### src/rtl/pclk_lock_detect.sv
// rtl/pclk_lock_detect.sv - PLL divided-clock frequency lock monitor on the Ref_Clk domain
// Measures each pclk period in Ref_Clk cycles and tracks lock against div_ratio.

module pclk_lock_detect #(
  parameter int LOCK_CNT   = 4,
  parameter int UNLOCK_CNT = 2,
  parameter int TOL        = 1
) (
  input  logic       Ref_Clk,
  input  logic       rst,
  input  logic [7:0] div_ratio,
  input  logic       pclk,
  output logic       locked,
  output logic [8:0] meas_period,
  output logic       lock_err
);

  typedef enum logic [1:0] {
    ST_IDLE    = 2'd0,
    ST_ACQUIRE = 2'd1,
    ST_LOCKED  = 2'd2
  } state_t;

  localparam logic [3:0]        LOCK_N   = 4'(LOCK_CNT);
  localparam logic [3:0]        UNLOCK_N = 4'(UNLOCK_CNT);
  localparam logic signed [9:0] TOL_S    = 10'(TOL);

  state_t      state_q, state_d;
  logic        sync1_q, sync1_d;
  logic        sync2_q, sync2_d;
  logic        sync3_q, sync3_d;
  logic        edge_q, edge_d;
  logic [7:0]  ratio_q, ratio_d;
  logic [8:0]  cnt_q, cnt_d;
  logic [8:0]  meas_q, meas_d;
  logic        armed_q, armed_d;
  logic [3:0]  good_cnt_q, good_cnt_d;
  logic [3:0]  bad_cnt_q, bad_cnt_d;
  logic        locked_q, locked_d;
  logic        lock_err_q, lock_err_d;

  logic [9:0]        cnt_p1;
  logic [8:0]        meas_val;
  logic signed [9:0] diff;
  logic              good;
  logic              timeout;

  always_comb begin
    sync1_d = pclk;
    sync2_d = sync1_q;
    sync3_d = sync2_q;
    edge_d  = sync2_q & ~sync3_q;
    ratio_d = div_ratio;

    // cnt_p1 is the length of the period that would end on this cycle
    cnt_p1   = {1'b0, cnt_q} + 10'd1;
    meas_val = cnt_p1[9] ? 9'd511 : cnt_p1[8:0];
    diff     = $signed({1'b0, meas_val}) - $signed({2'b00, ratio_q});
    good     = (diff >= -TOL_S) && (diff <= TOL_S);
    timeout  = armed_q && !edge_q && (cnt_p1 == {1'b0, ratio_q, 1'b0});
    cnt_d    = (edge_q || timeout) ? 9'd0 : meas_val;

    state_d    = state_q;
    armed_d    = armed_q;
    good_cnt_d = good_cnt_q;
    bad_cnt_d  = bad_cnt_q;
    locked_d   = locked_q;
    meas_d     = meas_q;
    lock_err_d = 1'b0;

    if (ratio_q != div_ratio) begin
      state_d    = (div_ratio >= 8'd2) ? ST_ACQUIRE : ST_IDLE;
      armed_d    = 1'b0;
      good_cnt_d = 4'd0;
      bad_cnt_d  = 4'd0;
      locked_d   = 1'b0;
    end else if (ratio_q < 8'd2) begin
      state_d    = ST_IDLE;
      armed_d    = 1'b0;
      good_cnt_d = 4'd0;
      bad_cnt_d  = 4'd0;
      locked_d   = 1'b0;
    end else begin
      case (state_q)
        ST_IDLE: begin
          state_d = ST_ACQUIRE;
        end
        ST_ACQUIRE: begin
          if (edge_q && !armed_q) begin
            armed_d = 1'b1;
          end else if (edge_q && good) begin
            meas_d = meas_val;
            if (good_cnt_q + 4'd1 == LOCK_N) begin
              state_d    = ST_LOCKED;
              locked_d   = 1'b1;
              good_cnt_d = 4'd0;
            end else begin
              good_cnt_d = good_cnt_q + 4'd1;
            end
          end else if (edge_q || timeout) begin
            if (edge_q) meas_d = meas_val;
            good_cnt_d = 4'd0;
            lock_err_d = 1'b1;
          end
        end
        ST_LOCKED: begin
          if (edge_q && good) begin
            meas_d    = meas_val;
            bad_cnt_d = 4'd0;
          end else if (edge_q || timeout) begin
            if (edge_q) meas_d = meas_val;
            lock_err_d = 1'b1;
            // Dropping lock re-enters acquisition, so the next edge only re-arms
            if (bad_cnt_q + 4'd1 == UNLOCK_N) begin
              state_d    = ST_ACQUIRE;
              locked_d   = 1'b0;
              armed_d    = 1'b0;
              good_cnt_d = 4'd0;
              bad_cnt_d  = 4'd0;
            end else begin
              bad_cnt_d = bad_cnt_q + 4'd1;
            end
          end
        end
        default: begin
          state_d = ST_IDLE;
        end
      endcase
    end
  end

  always_ff @(posedge Ref_Clk) begin
    if (!rst) begin
      state_q    <= ST_IDLE;
      sync1_q    <= 1'b0;
      sync2_q    <= 1'b0;
      sync3_q    <= 1'b0;
      edge_q     <= 1'b0;
      ratio_q    <= 8'd0;
      cnt_q      <= 9'd0;
      meas_q     <= 9'd0;
      armed_q    <= 1'b0;
      good_cnt_q <= 4'd0;
      bad_cnt_q  <= 4'd0;
      locked_q   <= 1'b0;
      lock_err_q <= 1'b0;
    end else begin
      state_q    <= state_d;
      sync1_q    <= sync1_d;
      sync2_q    <= sync2_d;
      sync3_q    <= sync3_d;
      edge_q     <= edge_d;
      ratio_q    <= ratio_d;
      cnt_q      <= cnt_d;
      meas_q     <= meas_d;
      armed_q    <= armed_d;
      good_cnt_q <= good_cnt_d;
      bad_cnt_q  <= bad_cnt_d;
      locked_q   <= locked_d;
      lock_err_q <= lock_err_d;
    end
  end

  assign locked      = locked_q;
  assign meas_period = meas_q;
  assign lock_err    = lock_err_q;

endmodule
### config.mk
export PLATFORM = sky130hd
export DESIGN_NAME = pclk_lock_detect
export DESIGN_NICKNAME = d
export VERILOG_FILES = /design/src/rtl/pclk_lock_detect.sv
export SDC_FILE = /design/constraint.sdc
export NUM_CORES = 1
export LEC_CHECK = 0
export ABC_AREA = 0
export BUFFER_PORTS_ARGS = -buffer_cell sky130_fd_sc_hd__buf_2
export CAP_MARGIN = 20
export CORE_ASPECT_RATIO = 0.75
export CORE_MARGIN = 2
export CORE_UTILIZATION = 25
export CTS_CLUSTER_SIZE = 28
export DETAILED_ROUTE_END_ITERATION = 16
export PLACE_DENSITY = 0.5
export SLEW_MARGIN = 0
export SYNTH_ARGS = -nofsm -noshare
export SYNTH_HDL_FRONTEND = slang
export SYNTH_SLANG_ARGS = --single-unit
### constraint.sdc
create_clock -name Ref_Clk -period 5.2 [get_ports Ref_Clk]
set_input_delay 0.78 -clock Ref_Clk [delete_from_list [all_inputs] [get_ports Ref_Clk]]
set_output_delay 0.78 -clock Ref_Clk [all_outputs]
set_load 0.02 [all_outputs]
# [Word level (Yosys, flattened, before mapping)]
# Index checks and enable logic that the tools add are counted.
# Widths: inputs -> output; s select.
[totals] output_inout_bits=11 input_bits=11 reg_bits=43
[op_classes] addsub=4 order_cmp=4 eq_ne=20 bitwise=5 muxes=40 reduce_logical=19
[ops] op="$mux 9" n=5
[ops] op="$mux 4" n=10
[ops] op="$ne 4x4->1 const B" n=6
[ops] op="$pmux 9 s2" n=1
[ops] op="$mux 2" n=8
[ops] op="$ne 2x2->1 const B" n=7
[ops] op="$reduce_and 6->1" n=2
[ops] op="$mux 1" n=11
[ops] op="$add 9x1->10 const B" n=1
[ops] op="$eq 10x9->1" n=1
[ops] op="$ge 10x1->1 const B" n=1
[ops] op="$le 10x2->1 const B" n=1
[ops] op="$sub 9x8->10" n=1
[ops] op="$add 4x1->4 const B" n=2
[ops] op="$ge 8x2->1 const B" n=1
[ops] op="$lt 8x2->1 const B" n=1
[ops] op="$ne 8x8->1" n=1
[ops] op="$pmux 4 s2" n=1
[ops] op="$reduce_and 7->1" n=1
[ops] op="$pmux 1 s2" n=3
[ops] op="$pmux 2 s3" n=1
[ops] op="$logic_and 1x1->1" n=5
[ops] op="$reduce_and 5->1" n=1
[ops] op="$eq 4x2->1 const B" n=1
[ops] op="14 further kinds" n=19

# [Depth between registers and ports, before layout]
[logic_depth] word_depth=11 mapped_depth=17 depth_no_buf=16

# [Worst setup path before layout]
# OpenSTA, ideal clock, no wires.
[synth_timing] path_type="register to register" from="register cnt_q[5]" to="register good_cnt_q[3]" t_required_ns=5.112 setup_ns=0.088 t_arrival_ns=3.544 path_stages_with_launch=15 n_path_buf=0 path_slack_ns=1.568 path_cell_list="dfxtp_1 nand4_1 or3_1 nor2b_1 fa_1 nor2b_1 o211ai_2 mux2_1 nor2_1 or4_4 o221ai_2 o21a_2 nor3b_2 a41oi_1 a311oi_2"
[synth_between] elab_chain_cells=9 word_cells_on_any_way=17
[synth_lines] item="from (decl)" line="34" rtl="logic [8:0] cnt_q, cnt_d;"
[synth_lines] item="from (signal assigned)" line="154" rtl="cnt_q <= cnt_d;"
[synth_lines] item="$add 9x1->10 *" line="56" rtl="cnt_p1 = {1'b0, cnt_q} + 10'd1;"
[synth_lines] item="$mux 9" line="57" rtl="meas_val = cnt_p1[9] ? 9'd511 : cnt_p1[8:0];"
[synth_lines] item="$sub 9x8->10" line="58" rtl="diff = $signed({1'b0, meas_val}) - $signed({2'b00, ratio_q});"
[synth_lines] item="$ge 10x1->1 or $le 10x2->1 (tied branches)" line="59" rtl="good = (diff >= -TOL_S) && (diff <= TOL_S);"
[synth_lines] item="$logic_and 1x1->1" line="59"
[synth_lines] item="$logic_and 1x1->1" line="91, 107"
[synth_lines] item="$mux 4" line="91" rtl="end else if (edge_q && good) begin"
[synth_lines] item="$mux 4" line="89" rtl="if (edge_q && !armed_q) begin"
[synth_lines] item="$pmux 4 s2" line="84" rtl="case (state_q)"
[synth_lines] item="to (signal assigned)" line="157" rtl="good_cnt_q <= good_cnt_d;"
[synth_lines] item="to (decl)" line="37" rtl="logic [3:0] good_cnt_q, good_cnt_d;"
# Mark *: on every way between the ends. The rest lies on a longest branch, timed or not. The select of a mux whose other input is x is not followed.
# A chain may end at the register's enable or synchronous reset.

# [Worst setup path in the final report]
# Ends and elaborated chain as after synthesis.

==> metrics <==
# nets final=356; GR Util met2=15.6%; CTS clk-pin slew, worst paths=0.06 ns; final clock skew=0.00647 ns; Final Cycle Share=83.6%; Final Setup Violations=0; share of layout cells above drive strength 1=10.7%; Root Driver=clkbuf_16; Initial Util=25.6%; CTS tree=built; f_max=0.230 GHz; die height=92.7 um; CTS max path bufs=2; max-slew violation count=0; Synth Register Bits=43; Synth Instances=307; Async SR Flop Fraction=0%; Post-synth top cells=dfxtp_1 (43), nand2_1 (27), nor2_1 (23); ant diodes=0; hold buffers post-CTS=0; Ports=22; grt peak-use layer=met1; Clock Latency Late Sink=0.29 ns; # rows=32; synth top area cells=dfxtp_1 (33%), ha_1 (8.1%), xor2_1 (5.0%), xnor2_1 (4.7%), nand2_1 (3.9%); clock sinks=43; fill count=1108; Starting DRT DRC Count=143; Antenna Nets Post-Route=0; Synth top area share=32.8%; Critical Path RT=5.41 ns; drt total wl=6.20 mm; Syn Std Cell Area=0.00262 mm^2; hpwl dp=4.86 mm; relative slew slack=59.7%; die span in x=122 um; router iterations before antenna repair=4; total global routing overflow=0; die area=0.0113 mm^2; Final Hold Fails=0; RSZ-0062 raised after global routing=no; WS Path Type=reg2reg; residual DRC count=0; first-pass GRT wire length=10.6 mm; YS warnings=0; GR Util All Layers=12.1%; M3 GR Usage=3.39%; ys flop type=dfxtp_1; maximum VDD drop=168 uV; cts repair resizes=0; core area=0.0102 mm^2; post-route insts no fill=463; routed length per placed instance=13.4 um; setup_tns=0 ns; dominant cell by count in the synthesized netlist=dfxtp_1; syn_area_per_cell=8.54 um^2; # port buffers=21; Cell Pwr Density=263 mW/mm^2; GR Layer Usage met1=18.8%; CP endpoint kind=flop; total vias in the final route=2214; detailed-route vias per instance=4.78; H-tree levels=2; Placer Congestion=0.813; Hold WC Path Type=reg2reg; post-synth net total=336; area delta synth->final=15.4%; area leader, netlist=dfxtp_1; Worst Tran Pin Value=0.604 ns; setup bufs post-CTS=0; CP Launch Type=flop; number of synthesized flops with an enable pin=0; Max Fanout on Critical Path=14; total CTS buffers=5; Final min period=4.35 ns; largest net degree at the start of global routing=21; initial antenna violation count=0; Cells after DPL=456; Lkg Pwr=1.22 nW; outcome=completed; number of global-route vias before repair=2117; Netlist cell types=55; Seq/Total Area, Yosys=32.8%; Crit path arrival time=4.55 ns; max-cap violation count=0
-- registers in the layout, summed over array words and instances (netlist names) --
name and flops:
lock_err 1, ratio_q 8, sync3_q 1, edge_q 1, good_cnt_q 4, bad_cnt_q 4
armed_q 1, sync2_q 1, locked 1, state_q 2, cnt_q 9, meas_period 9
sync1_q 1
-- final timing paths --
kind,from,to,slack (ns),cells after the start
max reg2reg,cnt_q[5],good_cnt_q[3],0.85,14
min reg2reg,sync3_q,edge_q,0.38,1
min,sync3_q,edge_q,0.38,1
max,cnt_q[5],good_cnt_q[3],0.85,14
-- kinds of logic after synthesis --
| logic type | after synthesis | synth area share, % |
|---|---|---|
| DFF | 43 | 32.8 |
| muxes | 6 | 2.53 |
| xor gates and xnor gates | 29 | 9.69 |
| adders and majority gates | 18 | 8.87 |
| buffers and inverters | 25 | 3.63 |
| AOI/OAI and AO/OA | 59 | 15.6 |
| and+or+nand+nor | 127 | 26.8 |
-- report_power, final --
group          internal (mW)  switching (mW)
sequential             0.336         0.00815
combinational         0.0438          0.0565
clock                  0.224           0.127
-- worst max-delay path: stages (launching register included) --
cell and delay [ns]:
dfxtp_1 0.44, nand4_1 0.17, or3_1 0.61, nor2b_1 0.28, fa_1 0.44, nor2b_1 0.20
o211ai_2 0.13, mux2_1 0.25, nor2_1 0.05, or4_4 0.55, o221ai_2 0.16, o21a_2 0.30
nor3b_2 0.27, a41oi_1 0.16, a311oi_2 0.24
-- layout make-up --
class	count	area (um^2)	share of cell area, %
multi-input combinational	239	1670	55.1
sequential	43	861	28.5
tap	136	170	5.62
clock buffer	6	129	4.26
timing repair buffer	21	105	3.47
inverter	17	63.8	2.11
clock inverter	1	30.0	0.993
-- cells in the final DEF, fill, tap and decap left out, types with 7 or more instances in the layout --
| cell type | instances |
|---|---|
| nand3_1 | 10 |
| inv_1 | 17 |
| dfxtp_1 | 43 |
| nor2b_1 | 7 |
| a21oi_1 | 18 |
| nor2_1 | 23 |
| nand2_1 | 27 |
| nor3_1 | 7 |
| buf_2 | 21 |
| ha_1 | 17 |
| xnor2_1 | 14 |
| and2_1 | 12 |
| o21ai_0 | 7 |
| xor2_1 | 15 |
-- per-layer routing --
| metal | vias up | routed length (um) | share of wire (%) |
|---|---|---|---|
| met4 | 0 | 69 | 1.1 |
| met2 | 44 | 2330 | 38 |
| met5 | - | 0 | 0 |
| li1 | 1129 | - | - |
| met3 | 5 | 349 | 5.6 |
| met1 | 1036 | 3440 | 56 |
-- metrics by stage --
step | instance area, um^2 | util, % | hold slack, ns | power (mW) | setup slack, ns
detailed placement | 2870 | 28.0 | 0.374 | 0.452 | 0.885
floorplan | 2620 | - | 0.367 | 0.426 | 1.57
CTS | 3030 | 29.5 | 0.383 | 0.806 | 0.861
global route | 3030 | 29.5 | 0.399 | 0.835 | 0.517
global placement | 2870 | 28.0 | 0.373 | 0.450 | 1.04
finish | 3030 | 29.5 | 0.381 | 0.796 | 0.851
(Power assumes the default switching activity.)
